--- src/rtl/seq_gen_pkg.sv ---
// ---------------------------------------------------------------------------
// seq_gen_pkg
// Shared definitions for the serial pattern generator:
//   - state_t      : controller states (2-bit encoding)
//   - DEF_*        : default parameter values for WIDTH / LEN_W / CNT_W / GAP_W
//   - clamp_len()  : limits a requested pattern length to the pattern width
// ---------------------------------------------------------------------------
package seq_gen_pkg;

  localparam int DEF_WIDTH = 8;
  localparam int DEF_LEN_W = 4;
  localparam int DEF_CNT_W = 4;
  localparam int DEF_GAP_W = 3;

  typedef enum logic [1:0] {
    IDLE = 2'd0,
    SEND = 2'd1,
    GAP  = 2'd2,
    FIN  = 2'd3
  } state_t;

  // A request longer than the pattern register can only send what is stored,
  // so the length saturates at the register width.
  function automatic int unsigned clamp_len(input int unsigned req_len,
                                            input int unsigned max_len);
    return (req_len > max_len) ? max_len : req_len;
  endfunction

endpackage

--- src/rtl/seq_down_counter.sv ---
// ---------------------------------------------------------------------------
// seq_down_counter
// Loadable down-counter with a zero flag. Load has priority over decrement,
// and decrementing stops at zero (never wraps).
// Ports:
//   clk       in   rising-edge clock
//   reset     in   synchronous active-high reset (count -> 0)
//   load      in   load load_val on the next edge
//   dec       in   decrement on the next edge (ignored when load=1 or at 0)
//   load_val  in   W-bit value to load
//   count     out  current count (registered)
//   zero      out  count == 0
// ---------------------------------------------------------------------------
module seq_down_counter #(
  parameter int W = 4
) (
  input  logic         clk,
  input  logic         reset,
  input  logic         load,
  input  logic         dec,
  input  logic [W-1:0] load_val,
  output logic [W-1:0] count,
  output logic         zero
);

  logic [W-1:0] count_reg;

  always_ff @(posedge clk) begin
    if (reset) begin
      count_reg <= '0;
    end else if (load) begin
      count_reg <= load_val;
    end else if (dec && (count_reg != '0)) begin
      count_reg <= count_reg - W'(1);
    end
  end

  assign count = count_reg;
  assign zero  = (count_reg == '0);

endmodule

--- src/rtl/seq_pattern_gen.sv ---
// ---------------------------------------------------------------------------
// seq_pattern_gen
// Serial pattern transmitter. Sends the low `len` bits of `pattern`, MSB
// first, `repeat_n` times with `gap` idle cycles between repeats.
// Ports:
//   clk       in   rising-edge clock
//   reset     in   synchronous active-high reset
//   start     in   job request, accepted only in IDLE
//   abort     in   cancel a running job (SEND/GAP), no done pulse
//   pattern   in   WIDTH bits, bit len-1 sent first
//   len       in   bits per repeat (clamped to WIDTH)
//   repeat_n  in   number of repeats
//   gap       in   idle cycles between repeats
//   w         out  serial data (0 whenever valid=0)
//   valid     out  w carries a pattern bit
//   busy      out  job in progress (SEND or GAP)
//   done      out  one-cycle completion pulse
// All outputs are registered: the comb block computes the values for the
// next cycle, so the first bit appears the cycle after the start edge.
// ---------------------------------------------------------------------------
module seq_pattern_gen
  import seq_gen_pkg::*;
#(
  parameter int WIDTH = DEF_WIDTH,
  parameter int LEN_W = DEF_LEN_W,
  parameter int CNT_W = DEF_CNT_W,
  parameter int GAP_W = DEF_GAP_W
) (
  input  logic             clk,
  input  logic             reset,
  input  logic             start,
  input  logic             abort,
  input  logic [WIDTH-1:0] pattern,
  input  logic [LEN_W-1:0] len,
  input  logic [CNT_W-1:0] repeat_n,
  input  logic [GAP_W-1:0] gap,
  output logic             w,
  output logic             valid,
  output logic             busy,
  output logic             done
);

  state_t state_reg, state_next;

  // Job parameters captured at the start edge
  logic [WIDTH-1:0] pat_reg;
  logic [LEN_W-1:0] len_reg;
  logic [GAP_W-1:0] gap_reg;

  logic w_reg, w_next;
  logic valid_reg, valid_next;
  logic busy_reg, busy_next;
  logic done_reg, done_next;

  // Counter control
  logic             bit_load, bit_dec, bit_zero;
  logic [LEN_W-1:0] bit_load_val, bit_idx;
  logic             rep_load, rep_dec, rep_zero;
  logic [CNT_W-1:0] rep_load_val, rep_cnt;
  logic             gap_load, gap_dec, gap_zero;
  logic [GAP_W-1:0] gap_load_val, gap_cnt;

  // Bit selection via shifts keeps the index width independent of WIDTH
  logic [LEN_W-1:0] len_c, len_c_m1, len_reg_m1, bit_idx_m1;
  logic [WIDTH-1:0] start_shift, restart_shift, next_shift;
  logic             start_bit, restart_bit, next_bit;

  assign len_c       = LEN_W'(clamp_len(32'(len), WIDTH));
  assign len_c_m1    = len_c - LEN_W'(1);
  assign len_reg_m1  = len_reg - LEN_W'(1);
  assign bit_idx_m1  = bit_idx - LEN_W'(1);

  assign start_shift   = pattern >> len_c_m1;
  assign restart_shift = pat_reg >> len_reg_m1;
  assign next_shift    = pat_reg >> bit_idx_m1;
  assign start_bit     = start_shift[0];
  assign restart_bit   = restart_shift[0];
  assign next_bit      = next_shift[0];

  // Repeat and gap counters hold "remaining after the current one", so the
  // last repeat / last gap cycle is simply the zero flag.
  assign rep_load_val = repeat_n - CNT_W'(1);
  assign gap_load_val = gap_reg - GAP_W'(1);

  // Only the zero flags of the repeat and gap counters drive control
  logic unused_cnt_bits;
  assign unused_cnt_bits = ^{rep_cnt, gap_cnt};

  seq_down_counter #(.W(LEN_W)) u_bit_cnt (
    .clk      (clk),
    .reset    (reset),
    .load     (bit_load),
    .dec      (bit_dec),
    .load_val (bit_load_val),
    .count    (bit_idx),
    .zero     (bit_zero)
  );

  seq_down_counter #(.W(CNT_W)) u_rep_cnt (
    .clk      (clk),
    .reset    (reset),
    .load     (rep_load),
    .dec      (rep_dec),
    .load_val (rep_load_val),
    .count    (rep_cnt),
    .zero     (rep_zero)
  );

  seq_down_counter #(.W(GAP_W)) u_gap_cnt (
    .clk      (clk),
    .reset    (reset),
    .load     (gap_load),
    .dec      (gap_dec),
    .load_val (gap_load_val),
    .count    (gap_cnt),
    .zero     (gap_zero)
  );

  always_comb begin
    state_next   = state_reg;
    w_next       = 1'b0;
    valid_next   = 1'b0;
    busy_next    = 1'b0;
    done_next    = 1'b0;
    bit_load     = 1'b0;
    bit_dec      = 1'b0;
    bit_load_val = len_reg_m1;
    rep_load     = 1'b0;
    rep_dec      = 1'b0;
    gap_load     = 1'b0;
    gap_dec      = 1'b0;

    case (state_reg)
      IDLE: begin
        if (start) begin
          if ((len_c == '0) || (repeat_n == '0)) begin
            state_next = FIN;
            done_next  = 1'b1;
          end else begin
            state_next   = SEND;
            bit_load     = 1'b1;
            bit_load_val = len_c_m1;
            rep_load     = 1'b1;
            w_next       = start_bit;
            valid_next   = 1'b1;
            busy_next    = 1'b1;
          end
        end
      end

      SEND: begin
        if (abort) begin
          state_next = IDLE;
        end else if (!bit_zero) begin
          bit_dec    = 1'b1;
          w_next     = next_bit;
          valid_next = 1'b1;
          busy_next  = 1'b1;
        end else if (!rep_zero) begin
          rep_dec = 1'b1;
          if (gap_reg != '0) begin
            state_next = GAP;
            gap_load   = 1'b1;
            busy_next  = 1'b1;
          end else begin
            // Back-to-back repeat: reload and keep streaming with no bubble
            bit_load   = 1'b1;
            w_next     = restart_bit;
            valid_next = 1'b1;
            busy_next  = 1'b1;
          end
        end else begin
          state_next = FIN;
          done_next  = 1'b1;
        end
      end

      GAP: begin
        if (abort) begin
          state_next = IDLE;
        end else if (gap_zero) begin
          state_next = SEND;
          bit_load   = 1'b1;
          w_next     = restart_bit;
          valid_next = 1'b1;
          busy_next  = 1'b1;
        end else begin
          gap_dec   = 1'b1;
          busy_next = 1'b1;
        end
      end

      FIN: begin
        state_next = IDLE;
      end

      default: begin
        state_next = IDLE;
      end
    endcase
  end

  always_ff @(posedge clk) begin
    if (reset) begin
      state_reg <= IDLE;
      w_reg     <= 1'b0;
      valid_reg <= 1'b0;
      busy_reg  <= 1'b0;
      done_reg  <= 1'b0;
      pat_reg   <= '0;
      len_reg   <= '0;
      gap_reg   <= '0;
    end else begin
      state_reg <= state_next;
      w_reg     <= w_next;
      valid_reg <= valid_next;
      busy_reg  <= busy_next;
      done_reg  <= done_next;
      if ((state_reg == IDLE) && start) begin
        pat_reg <= pattern;
        len_reg <= len_c;
        gap_reg <= gap;
      end
    end
  end

  assign w     = w_reg;
  assign valid = valid_reg;
  assign busy  = busy_reg;
  assign done  = done_reg;

endmodule

--- config.mk ---
export PLATFORM = sky130hd
export DESIGN_NAME = seq_pattern_gen
export DESIGN_NICKNAME = d
export VERILOG_FILES = /design/src/rtl/seq_gen_pkg.sv /design/src/rtl/seq_down_counter.sv /design/src/rtl/seq_pattern_gen.sv
export SDC_FILE = /design/constraint.sdc
export NUM_CORES = 1
export LEC_CHECK = 0
export CAP_MARGIN = 15
export CORE_MARGIN = 10
export CORE_UTILIZATION = 58
export DETAILED_ROUTE_END_ITERATION = 6
export GPL_ROUTABILITY_DRIVEN = 0
export PLACE_DENSITY = 0.84
export SLEW_MARGIN = 25
export SYNTH_ARGS = -nofsm -noshare
export SYNTH_HDL_FRONTEND = slang
export SYNTH_SLANG_ARGS = --single-unit
--- constraint.sdc ---
create_clock -name clk -period 3.75 [get_ports clk]
set_input_delay 0.75 -clock clk [delete_from_list [all_inputs] [get_ports clk]]
set_output_delay 0.75 -clock clk [all_outputs]
set_load 0.01 [all_outputs]
==> Word level (Yosys, flattened, before mapping) <==
Cells that the tools add are included.
{ "word_totals": {"register_bits": 32, "latch_bits": 0, "ramBits": 0, "mem_bits_ro": 0, "input_bits": 23, "out_inout_bits": 4, "elab_cells": 114, "n_memories": 0} }
{ "op_classes": {"add_sub_neg": 7, "n_mul": 0, "n_div": 0, "order_cmp": 1, "eq_ne": 7, "n_shift": 3, "mux": 66, "bitwise_logic": 0, "reduce_logical": 19} }
{ "op_table": {"columns": ["cell", "count"], "rows": [
  ["$mux W1", 42],
  ["$mux W4", 8],
  ["$shr A8 B4 Y1", 3],
  ["$sub A4 B1 Y4 const B", 5],
  ["$logic_not A4 Y1", 4],
  ["$mux W2", 8],
  ["$pmux W1 S3", 4],
  ["$pmux W2 S4", 1],
  ["$reduce_bool A4 Y1", 2],
  ["$mux W3", 2],
  ["$ne A3 B3 Y1 const B", 2],
  ["$reduce_bool A2 Y1", 3],
  ["$reduce_bool A3 Y1", 2],
  ["$sub A3 B1 Y3 const B", 2],
  ["$eq A2 B2 Y1 const B", 2],
  ["$gt A4 B4 Y1 const B", 1],
  ["$logic_and A1 B1 Y1", 4],
  ["$ne A4 B4 Y1 const B", 1],
  ["$reduce_and A4 Y1", 1],
  ["$logic_not A3 Y1", 1],
  ["$eq A2 B1 Y1 const B", 1],
  ["$logic_not A2 Y1", 1],
  ["$ne A2 B2 Y1 const B", 1],
  ["$pmux W1 S2", 1],
  ["$logic_or A1 B1 Y1", 1]
]} }

==> Logic depth before layout (Yosys ltp) <==
Gate-level depths: netlist of run 1.
{ "logic_depth": {"ltp_word": 8, "ltp_mapped": 12, "mapped_depth_nobuf": 11} }

==> By module <==
From an unflattened synthesis of run 1, not the netlist that was laid out.
{ "hier_totals": {"hier_cells": 243, "hier_area_um2": 2098.3} }
{ "modules_own_cells": {"columns": ["module", "n_inst", "cells_each", "area_per_inst_um2", "seq_area_each_um2"], "rows": [
  ["seq_pattern_gen", 1, 164, 1390.1, 420.4],
  ["seq_down_counter at u_bit_cnt ...", 2, 29, 262.8, 80.1],
  ["seq_down_counter at u_gap_cnt", 1, 21, 182.7, 60.1]
]} }

==> Worst setup path after synthesis of run 1 <==
OpenSTA, ideal clock, no wires.
{ "synth_timing": {"path_kind": "input -> register", "startpoint": "input len[0]", "endpoint": "register u_rep_cnt.count_reg[2] (netlist: u_rep_cnt.count[2])", "setup_ns": 0.086, "arrival_time_ns": 2.728, "required_ns": 3.664, "slack_ns": 0.936, "stages": 12, "path_buffers": 1, "cell_sequence": "nor2b_1 inv_1 ha_1 or3b_2 and2_4 buf_6 mux2i_1 ha_1 nand4_1 xnor2_1 nor2_1 a211oi_1"} }
{ "synth_via": {"elab_chain_cells": 8, "word_cells_on_any_way": 9, "classes_between": "1 x order compare; 5 x mux; 3 x reduce/logical"} }
{ "synth_lines": {"columns": ["item", "line", "rtl"], "rows": [
  ["start, declared", "seq_pattern_gen.sv:34", "input logic [LEN_W-1:0] len,"],
  ["$gt A4 B4 Y1", "seq_gen_pkg.sv:26", "return (req_len > max_len) ? max_len : req_len;"],
  ["$mux W4 *", "seq_gen_pkg.sv:26", null],
  ["$logic_not A4 Y1 *", "seq_pattern_gen.sv:136", "if ((len_c == '0) || (repeat_n == '0)) begin"],
  ["$logic_or A1 B1 Y1 *", "seq_pattern_gen.sv:136", null],
  ["$mux W1 *", "seq_pattern_gen.sv:136", null],
  ["$mux W1 *", "seq_pattern_gen.sv:135", "if (start) begin"],
  ["$mux W1 *", "seq_pattern_gen.sv:133", "case (state_reg)"],
  ["$mux W4 or $reduce_bool A2 Y1 (tied branches)", null, null],
  ["end signal, assigned", "seq_down_counter.sv:32", "count_reg <= load_val;"],
  ["end signal, assigned", "seq_down_counter.sv:34", "count_reg <= count_reg - W'(1);"],
  ["end, declared", "seq_down_counter.sv:26", "logic [W-1:0] count_reg;"]
]} }
Mark *: on every way between the ends. The rest lies on a longest branch, timed or not.
A chain may end at the register's enable or synchronous reset.

==> Worst setup path after layout of run 1 <==
{ "layout_timing": {"startpoint": "input len[3]", "endpoint": "register u_rep_cnt.count_reg[2] (netlist: u_rep_cnt.count[2])"} }
The elaborated chain is that of the path after synthesis.

==> flow_summary.toml, run 1 <==
[outcome]
status = "finished clean"

[die]
die_area_um2 = 6007
die-width_um = 77.51
core_um2 = 3103
initial_utilization_pct = 61.81
ios = 27
dieHeight_um = 77.51
rows = 20

[clocking]
clk_pin_slew_ps = 90
cts_hold_buf = 0
cts_tree = "built"
htreeDepth = 2
cts_inserted_buffers = 5
clock_sinks = 32
clk_root_buffer_cell = "clkbuf_4"
post-cts-setup-buffers = 0
clk_latency_ps = 360
cts_resized = 0
clockBufferDepth = 2

[synth]
syn-cell-area_um2 = 1918
ys_async_sr_fraction_pct = 0
ys_seq_elements = 32
ys_top_cells_by_area = "dfxtp_1 (33%), nand2_1 (6.3%), a21oi_1 (6.0%), mux4_2 (5.9%), nor2_1 (3.5%)"
synth_cells = 224
synth_edf_count = 0
synth_flop_cell = "dfxtp_1"
syn_avg_cell_area_um2 = 8.563
yosysUniqueCellTypes = 53
synth_top_area_share_pct = 33.40
synth-warning-count = 0
yosys.area.top_type = "dfxtp_1"
syn_nets = 252
yosys-top-cells-count = "dfxtp_1 (32), nand2_1 (32), a21oi_1 (23)"
ys_seq_area_share_pct = 33.40

[timing]
setup_viol = 0
slew_violations = 0
hold_violations = 0
skew_ps = 18.04
period_needed_ps = 3121
min_period_over_period_pct = 83.24
tightest_slew_ps = 807.3
maxSlewHeadroom_pct = 46.01
rsz0062_at_grt = "false"
fmax_mhz = 320.4
finalSetupTns_ps = 0

[drt]
finalWirelength_um = 4855
vias_per_cell = 6.060
drt_iter0_markers = 204
firstDrtPassIters = 4
drc = 0
wl_per_cell_um = 16.29
postRouteAntennaNets = 0
vias = 1806

[layout]
stdcell_count = 298
fin_util_pct = 73.67
seqCellArea_um2 = 640.6
fill_cells = 266
drive_gt1_share_pct = 12.60
largest_reg_flops = 8
nNetsFinal = 281
synthToLayoutAreaGrowth_pct = 19.18
diodes = 0
multi_input_area_um2 = 1204

[power_and_ir_drop]
power.total_mw = 0.9263
leakage_nw = 0.8193
ir_drop_v = 0.0003276
p_per_area_nw_per_um2 = 405.2

[global_routing]
grt_use_total_pct = 16.85
grt-ovfl-total = 0
grt_pass1_vias = 1772
antenna_found_initial = 0
grt_max_degree = 20
grt_pass1_wl_um = 8245

[critical_path]
cp.required_ps = 4000
critPathArrivalTime_ps = 3380
path_cells = "clkdlybuf4s50_1 -> nor2b_1 -> inv_1 -> ha_1 -> or3b_2 -> and3_1 -> a21oi_1 -> ha_1 -> nand4_1 -> xnor2_1 -> nor2_1 -> a211oi_1"
critPathMostFrequentCell = "ha_1"
crit_path_top_delay_cell = "clkdlybuf4s50_1"
cp-end-kind = "register"
critical_path_class = "input port to register"
cp_max_fo = 6
max_stage_delay_ps = 560
critPathLaunchType = "input port"

[hold_path]
worstHoldPathType = "register to register"

[place]
post-place-cells = 290
hpwl_um = 3617
io_buffers = 26

[flow_run]
maxCapViolCount = 0
routing by layer:
layer / GRT usage (%) / part of all wire (%)
met1: 21.10 / 46
met2: 26.00 / 46
met3: 5.415 / 6.7
met4: 7.117 / 1.8
met5: 0 / 0
final timing paths:
| check | startpoint | end | slack (ps) | cells past startpoint |
|---|---|---|---|---|
| setup / recovery | len[3] | u_rep_cnt.count[2]$_SDFFE_PP0P_ | 630 | 12 |
| setup reg to reg | u_bit_cnt.count[0]$_SDFFE_PP0P_ | u_gap_cnt.count[2]$_SDFFE_PP0P_ | 1300 | 11 |
| hold / removal | len_reg[3]$_SDFFE_PP0P_ | len_reg[3]$_SDFFE_PP0P_ | 480 | 2 |
| hold reg to reg | len_reg[3]$_SDFFE_PP0P_ | len_reg[3]$_SDFFE_PP0P_ | 480 | 2 |
cells in the final DEF, fill, tap and decap left out, drive strengths merged, types with 4 or more instances in the layout:
cell and count:
a211oi 6, o21ai 9, nand2 32, inv 9
clkbuf 7, dfxtp 32, or3 4, or3b 4
nor2 18, buf 4, mux4 5, nor3 8
clkdlybuf4s50 26, xnor2 6, nor2b 4, ha 5
nand3 5, a21oi 23
cell families (layout without fill, tap and decap cells):
logic type	Yosys count	after routing	synth area share (%)
simple gates	94	94	27.40
buf+inv	17	47	3.849
fa+ha+maj	5	5	3.262
xor+xnor	8	8	3.653
mux	11	11	9.198
compound gates	57	57	19.24
flops	32	32	33.40
report_power, final:
group / switching [mW] / internal, mW / total, mW
Clock: 0.125 / 0.0917 / 0.217
Combinational: 0.153 / 0.147 / 0.300
Sequential: 0.0372 / 0.372 / 0.409
final cells by class:
cell class                 instances  area share (%)
inverter                           9           1.478
timing repair buffer              30           12.70
clock buffer                       7           2.408
multi-input combinational        175           52.65
tap                               44           2.408
clock inverter                     1          0.3284
sequential                        32           28.02
critical path: cells and delay by family:
family                     cells  cell delay [ps]
AOI/OAI and AO/OA              2              310
xor gates and xnor gates       1              170
adders and majority gates      2              410
buffers and inverters          2              690
and+or+nand+nor                5             1040
through the flow:
step	worst slack (ps)	area, um^2	hold WS [ps]
2_1_floorplan	936.5	1918	442.9
3_3_place_gp	432.2	2223	455.3
3_5_place_dp	292.7	2223	462.3
4_1_cts	650.2	2286	476.8
5_1_grt	460.8	2286	502.5
6_report	628.5	2286	475.1
No activity file was read; power rests on OpenSTA's default activity.
==> run 2, diff against run 1 <==
--- a/config.mk
+++ b/config.mk
@@ -7,10 +7,10 @@
 export LEC_CHECK = 0
 export CAP_MARGIN = 15
 export CORE_MARGIN = 10
-export CORE_UTILIZATION = 58
+export CORE_UTILIZATION = 49
 export DETAILED_ROUTE_END_ITERATION = 6
 export GPL_ROUTABILITY_DRIVEN = 0
-export PLACE_DENSITY = 0.84
+export PLACE_DENSITY = 0.76
 export SLEW_MARGIN = 25
 export SYNTH_ARGS = -nofsm -noshare
 export SYNTH_HDL_FRONTEND = slang
==> constraint.sdc (replaced) <==
create_clock -name clk -period 2.7 [get_ports clk]
set_input_delay 0.54 -clock clk [delete_from_list [all_inputs] [get_ports clk]]
set_output_delay 0.54 -clock clk [all_outputs]
set_load 0.01 [all_outputs]
==> flow_summary.toml, run 2 (synthesis results as in run 1) <==
[outcome]
status = "finished clean"

[timing]
skew_ps = 6.673
tightest_slew_ps = 548.9
min_period_over_period_pct = 95.57
hold_violations = 0
maxSlewHeadroom_pct = 63.32
fmax_mhz = 387.5
setup_viol = 0
slew_violations = 0
period_needed_ps = 2580
whs_ps = 469.4
fin_ws_ps = 119.6
finalSetupTns_ps = 0

[die]
ios = 27
dieHeight_um = 82.57
rows = 22
initial_utilization_pct = 51.62
die-width_um = 82.57
core_um2 = 3716
die_area_um2 = 6817

[drt]
wl_per_cell_um = 16.14
vias = 1830
route.met3.wl_um = 319
finalWirelength_um = 5131
drt_iter0_markers = 114
vias_per_cell = 5.755
firstDrtPassIters = 4
wl_met2_um = 2383
wl_met1_um = 2289
highest_layer = "met4"
postRouteAntennaNets = 0
drc = 0

[flow_run]
maxCapViolCount = 0

[power_and_ir_drop]
power.total_mw = 1.530
ir_drop_v = 0.0003262
p_per_area_nw_per_um2 = 614.8
leakage_nw = 0.9306

[critical_path]
cp.required_ps = 2910
max_stage_delay_ps = 410
critPathMostFrequentCell = "ha_2"
critical_path_class = "input port to register"
cp_max_fo = 5
crit_path_top_delay_cell = "clkdlybuf4s50_1"
path_cells = "clkdlybuf4s50_1 -> nor2b_2 -> inv_1 -> ha_2 -> or3b_4 -> and2_4 -> mux2i_1 -> ha_2 -> nand4_1 -> xnor2_1 -> nor2_1 -> a211oi_1"
critPathArrivalTime_ps = 2790
cp-end-kind = "register"
critPathLaunchType = "input port"

[clocking]
clockBufferDepth = 2
clk_root_buffer_cell = "clkbuf_8"
cts_tree = "built"
clk_latency_ps = 290
htreeDepth = 2
clock_sinks = 32
cts_inserted_buffers = 5
clk_pin_slew_ps = 70

[global_routing]
antenna_found_initial = 0
grt_use_total_pct = 16.21
grt_pass1_vias = 1830
grt_max_degree = 20
grt_pass1_wl_um = 8597
grt-ovfl-total = 0

[layout]
fill_cells = 333
largest_reg_flops = 8
drive_gt1_share_pct = 19.63
diodes = 0
mostFrequentLayoutCells = "nand2_1 (32), dfxtp_1 (32), clkdlybuf4s50_1 (26), a21oi_1 (22), buf_4 (20)"
synthToLayoutAreaGrowth_pct = 29.75
nNetsFinal = 297

[hold_path]
worstHoldPathType = "register to register"

[place]
preCtsSetupSlack_ps = -237.3
hpwl_um = 3829
io_buffers = 26
-- run 2: cell types whose count changed in the layout (fill, tap and decap cells not counted), sizes merged --
cell      change
buf          +16
bufinv        +1
clkinvlp      -1
-- run 2: worst paths after layout --
| check | start | endpoint | slack, ps | cells past startpoint |
|---|---|---|---|---|
| worst max-delay path | len[0] | u_rep_cnt.count[2]$_SDFFE_PP0P_ | 120 | 12 |
| worst min-delay path | len_reg[3]$_SDFFE_PP0P_ | len_reg[3]$_SDFFE_PP0P_ | 470 | 2 |
| worst max register to register | u_bit_cnt.count[0]$_SDFFE_PP0P_ | u_gap_cnt.count[2]$_SDFFE_PP0P_ | 250 | 10 |
| worst min register to register | len_reg[3]$_SDFFE_PP0P_ | len_reg[3]$_SDFFE_PP0P_ | 470 | 2 |
-- run 2: power by group --
group          total, mW  internal [mW]  switching (mW)
logic              0.451          0.231           0.221
clock network      0.507          0.325           0.182
registers          0.572          0.517          0.0550
-- run 2: cell type report --
type	instances	area [um^2]	share of cell area, %
clock inverter	1	30.03	1.207
timing repair buffer	46	410.4	16.49
tap	48	60.06	2.413
sequential	32	640.6	25.74
multi-input combinational	175	1217	48.92
clock buffer	7	96.34	3.871
inverter	9	33.78	1.357
-- run 2: critical path: cells and delay by family --
kind / cells / cell delay (ps)
mux: 1 / 160
fa+ha+maj: 2 / 370
compound gates: 1 / 150
buf+inv: 2 / 490
xor+xnor: 1 / 200
simple gates: 5 / 880
-- run 2: what timing repair did --
item                                    in CTS  in global routing
buffers inserted                             0                  0
gates resized for setup                      0                  5
endpoints found under the setup margin       0                  1
hold endpoints to repair                     0                  0
hold buffers                                 0                  0
-- run 2: routing by layer --
metal / track usage [%] / vias up
met5: 0 / -
met4: 7.525 / 0
met3: 3.996 / 12
met2: 25.35 / 56
met1: 20.53 / 856
li1: - / 906
-- run 2: through the flow --
step / cells / util [%] / cell area (um^2)
global placement: 310 / 63.20 / 2349
CTS: 318 / 66.60 / 2475
floorplan: 224 / - / 1918
detailed placement: 310 / 63.20 / 2349
finish: 318 / 66.97 / 2489
global route: 318 / 66.97 / 2489
==> RTL edit, RTL diff (config.mk and constraints of run 2) <==
Reset style: asynchronous (`reset`), changed in 2 clocked blocks. Comments in the files are not updated.
--- a/src/rtl/seq_down_counter.sv
+++ b/src/rtl/seq_down_counter.sv
@@ -25,7 +25,7 @@
 
   logic [W-1:0] count_reg;
 
-  always_ff @(posedge clk) begin
+  always_ff @(posedge clk or posedge reset) begin
     if (reset) begin
       count_reg <= '0;
     end else if (load) begin
--- a/src/rtl/seq_pattern_gen.sv
+++ b/src/rtl/seq_pattern_gen.sv
@@ -200,7 +200,7 @@
     endcase
   end
 
-  always_ff @(posedge clk) begin
+  always_ff @(posedge clk or posedge reset) begin
     if (reset) begin
       state_reg <= IDLE;
       w_reg     <= 1'b0;
Check against the original RTL: differs if reset is asserted again (counterexample within 4 cycles, from zero or initial values and one cycle with reset high); with reset held inactive, the same outputs for 10 cycles.
==> RTL edit against run 2 <==
Wire length down 11%; final area down 2.3%; first-iteration DRC count down 15%; sequential cell count unchanged; sequential share of layout area up 7.2 points; clock skew up 1.7 ps; worst setup slack better by 180 ps; synthesized area up 2.2%; largest cell class unchanged.
Power is not compared: it rests on default switching activity, and its combinational part moved more than twofold at a synthesized area within 25%.
==> RTL edit: results <==
metrics = {
    "setup_path": {
        "arrival_ps": 2600,
        "worstReg2RegStart": "u_bit_cnt.count[0]",
        "crit_fanout": 3,
        "cp_top_family": "buffers and inverters",
        "max_stage_delay_ps": 470,
        "critPathSlowestCell": "clkdlybuf4s50_1",
        "startpoint": "len[0]",
    },
    "synth": {
        "synth_xor_xnor_area_share_pct": 4.41,
        "yosys-top-cells-area": "dfrtp_1 41%, mux2_2 6.9%, mux2i_1 4.6%, nand2_1 3.8%, o21ai_0 3.6%",
        "muxShareOfSynthArea_pct": 16.3,
        "synth-compound-area-share_pct": 11.9,
        "postSynthAreaPerCell_sq_um": 9.90,
        "synth-main-ff-cell": "dfrtp_1",
        "synthTopCellsByCount": "32 x dfrtp_1, 20 x nand2_1, 14 x o21ai_0, 12 x mux2_2, 11 x nor2_1",
        "ys_async_sr_fraction_pct": 100,
        "syn-num-nets": 226,
        "synth-adder-area-share_pct": 3.19,
        "synthDistinctLibCells": 40,
        "yosys_warnings": 0,
        "synth_seq_area_share_pct": 40.9,
    },
    "cts": {
        "htreeDepth": 2,
        "clk_path_buf_depth": 2,
        "post_cts_buffers": 0,
        "cts_made_buffers": 5,
        "cts_resized": 0,
        "clock_latency_ps": 280,
        "clk_transition_reported_paths_ps": 70,
        "root_buffer": "clkbuf_8",
    },
    "status": {
        "outcome": "finished, final reports clean",
    },
    "route": {
        "drt_pass1_iterations": 4,
        "wirelength_microns": 4550,
        "post_drt_wl_per_cell_microns": 16.0,
        "vias": 1646,
        "drt_iter0_markers": 97,
    },
    "grt": {
        "track_usage_pct": 13.2,
        "grt_start_max_net_pins": 33,
        "grt_pass1_wl_microns": 7730,
        "antenna_found_initial": 0,
    },
    "hold_path": {
        "hold_path_class": "reg2reg",
        "hp-start": "len_reg[1]",
    },
    "timing": {
        "worst_pin_slew_ps": 425,
        "fin_worst_skew_ps": 8.37,
        "hold_viol": 0,
    },
    "placement": {
        "dp_cells": 277,
        "hpwl_microns": 3480,
        "io_buffers": 26,
    },
    "layout": {
        "drive_gt1_share_pct": 16.5,
        "largest_reg_flops": 8,
        "num-nets-final": 264,
        "insertedDiodeCount": 0,
        "final.fill_count": 318,
    },
    "pwr": {
        "power.leakage_nw": 1.04,
        "p_int_w": 0.00151,
        "vdd_ir_drop_max_v": 0.000586,
    },
}
-- RTL edit: cell count changes in the layout (fill, tap and decap cells not counted), moves of 3 or more --
cell / change
dfrtp_1: +32
dfxtp_1: -32
a21oi_1: -17
nand2_1: -12
mux2_2: +9
buf_4: -8
nor2_1: -7
a211oi_1: -6
mux2i_1: +6
o21ai_0: +6
o22ai_1: +5
xnor2_1: -4
xor2_1: +3
-- RTL edit: power groups by stage --
stage	clock [W]	sequential [W]	combinational, W
final	0.000378	0.000934	0.00111
after global placement	0	0.000922	0.00106
after CTS	0.000387	0.000925	0.00111
after global routing	0.000414	0.000969	0.00123
after floorplan	0	0.000853	0.000864
after detailed placement	0	0.000935	0.00110
-- RTL edit: kinds of logic (layout without fill, tap and decap cells) --
family / count (synthesis) / after routing
AOI/OAI and AO/OA: 38 / 38
muxes: 25 / 25
buffers and inverters: 17 / 56
xor gates and xnor gates: 9 / 9
adders and majority gates: 5 / 5
DFF: 32 / 32
and+or+nand+nor: 72 / 72
-- RTL edit: layout make-up --
type	instances	share of cell area, %
multi-input cells	149	45.0
flip-flops and latches	32	32.9
repair buffers	38	14.4
clock buffers	8	3.70
well taps	48	2.47
inverters	10	1.54
-- RTL edit: per-layer routing --
metal	track usage, %	share of wire, %
met3	3.71	6.2
met5	0	0
met1	16.8	44
met4	4.77	0.83
met2	20.6	49
-- RTL edit: final timing paths --
| path | endpoint | slack [ps] | cells after the start |
|---|---|---|---|
| max in group asynchronous | len_reg[2] | 1750 | 3 |
| setup reg to reg | u_gap_cnt.count[2] | 310 | 9 |
| hold reg to reg | len_reg[1] | 520 | 2 |
| min in group asynchronous | gap_reg[2] | 650 | 3 |
| setup / recovery | u_rep_cnt.count[2] | 300 | 11 |
| hold / removal | len_reg[1] | 520 | 2 |
-- RTL edit: tightest hold or removal path: cells and delay by family (launching register included) --
family	cells	cell delay (ps)
AOI/OAI and AO/OA	1	60
DFF	1	370
and+or+nand+nor	1	60
-- RTL edit: through the flow --
| step | area, sq um | total power [W] | setup WS (ps) | TNS, ps |
|---|---|---|---|---|
| after floorplan | 1960 | 0.00172 | 326 | 0 |
| after global placement | 2330 | 0.00199 | -51.3 | -51.3 |
| after detailed placement | 2330 | 0.00203 | -93.0 | -93.0 |
| after CTS | 2420 | 0.00242 | 212 | 0 |
| after global routing | 2430 | 0.00261 | 88.7 | 0 |
| final | 2430 | 0.00242 | 299 | 0 |
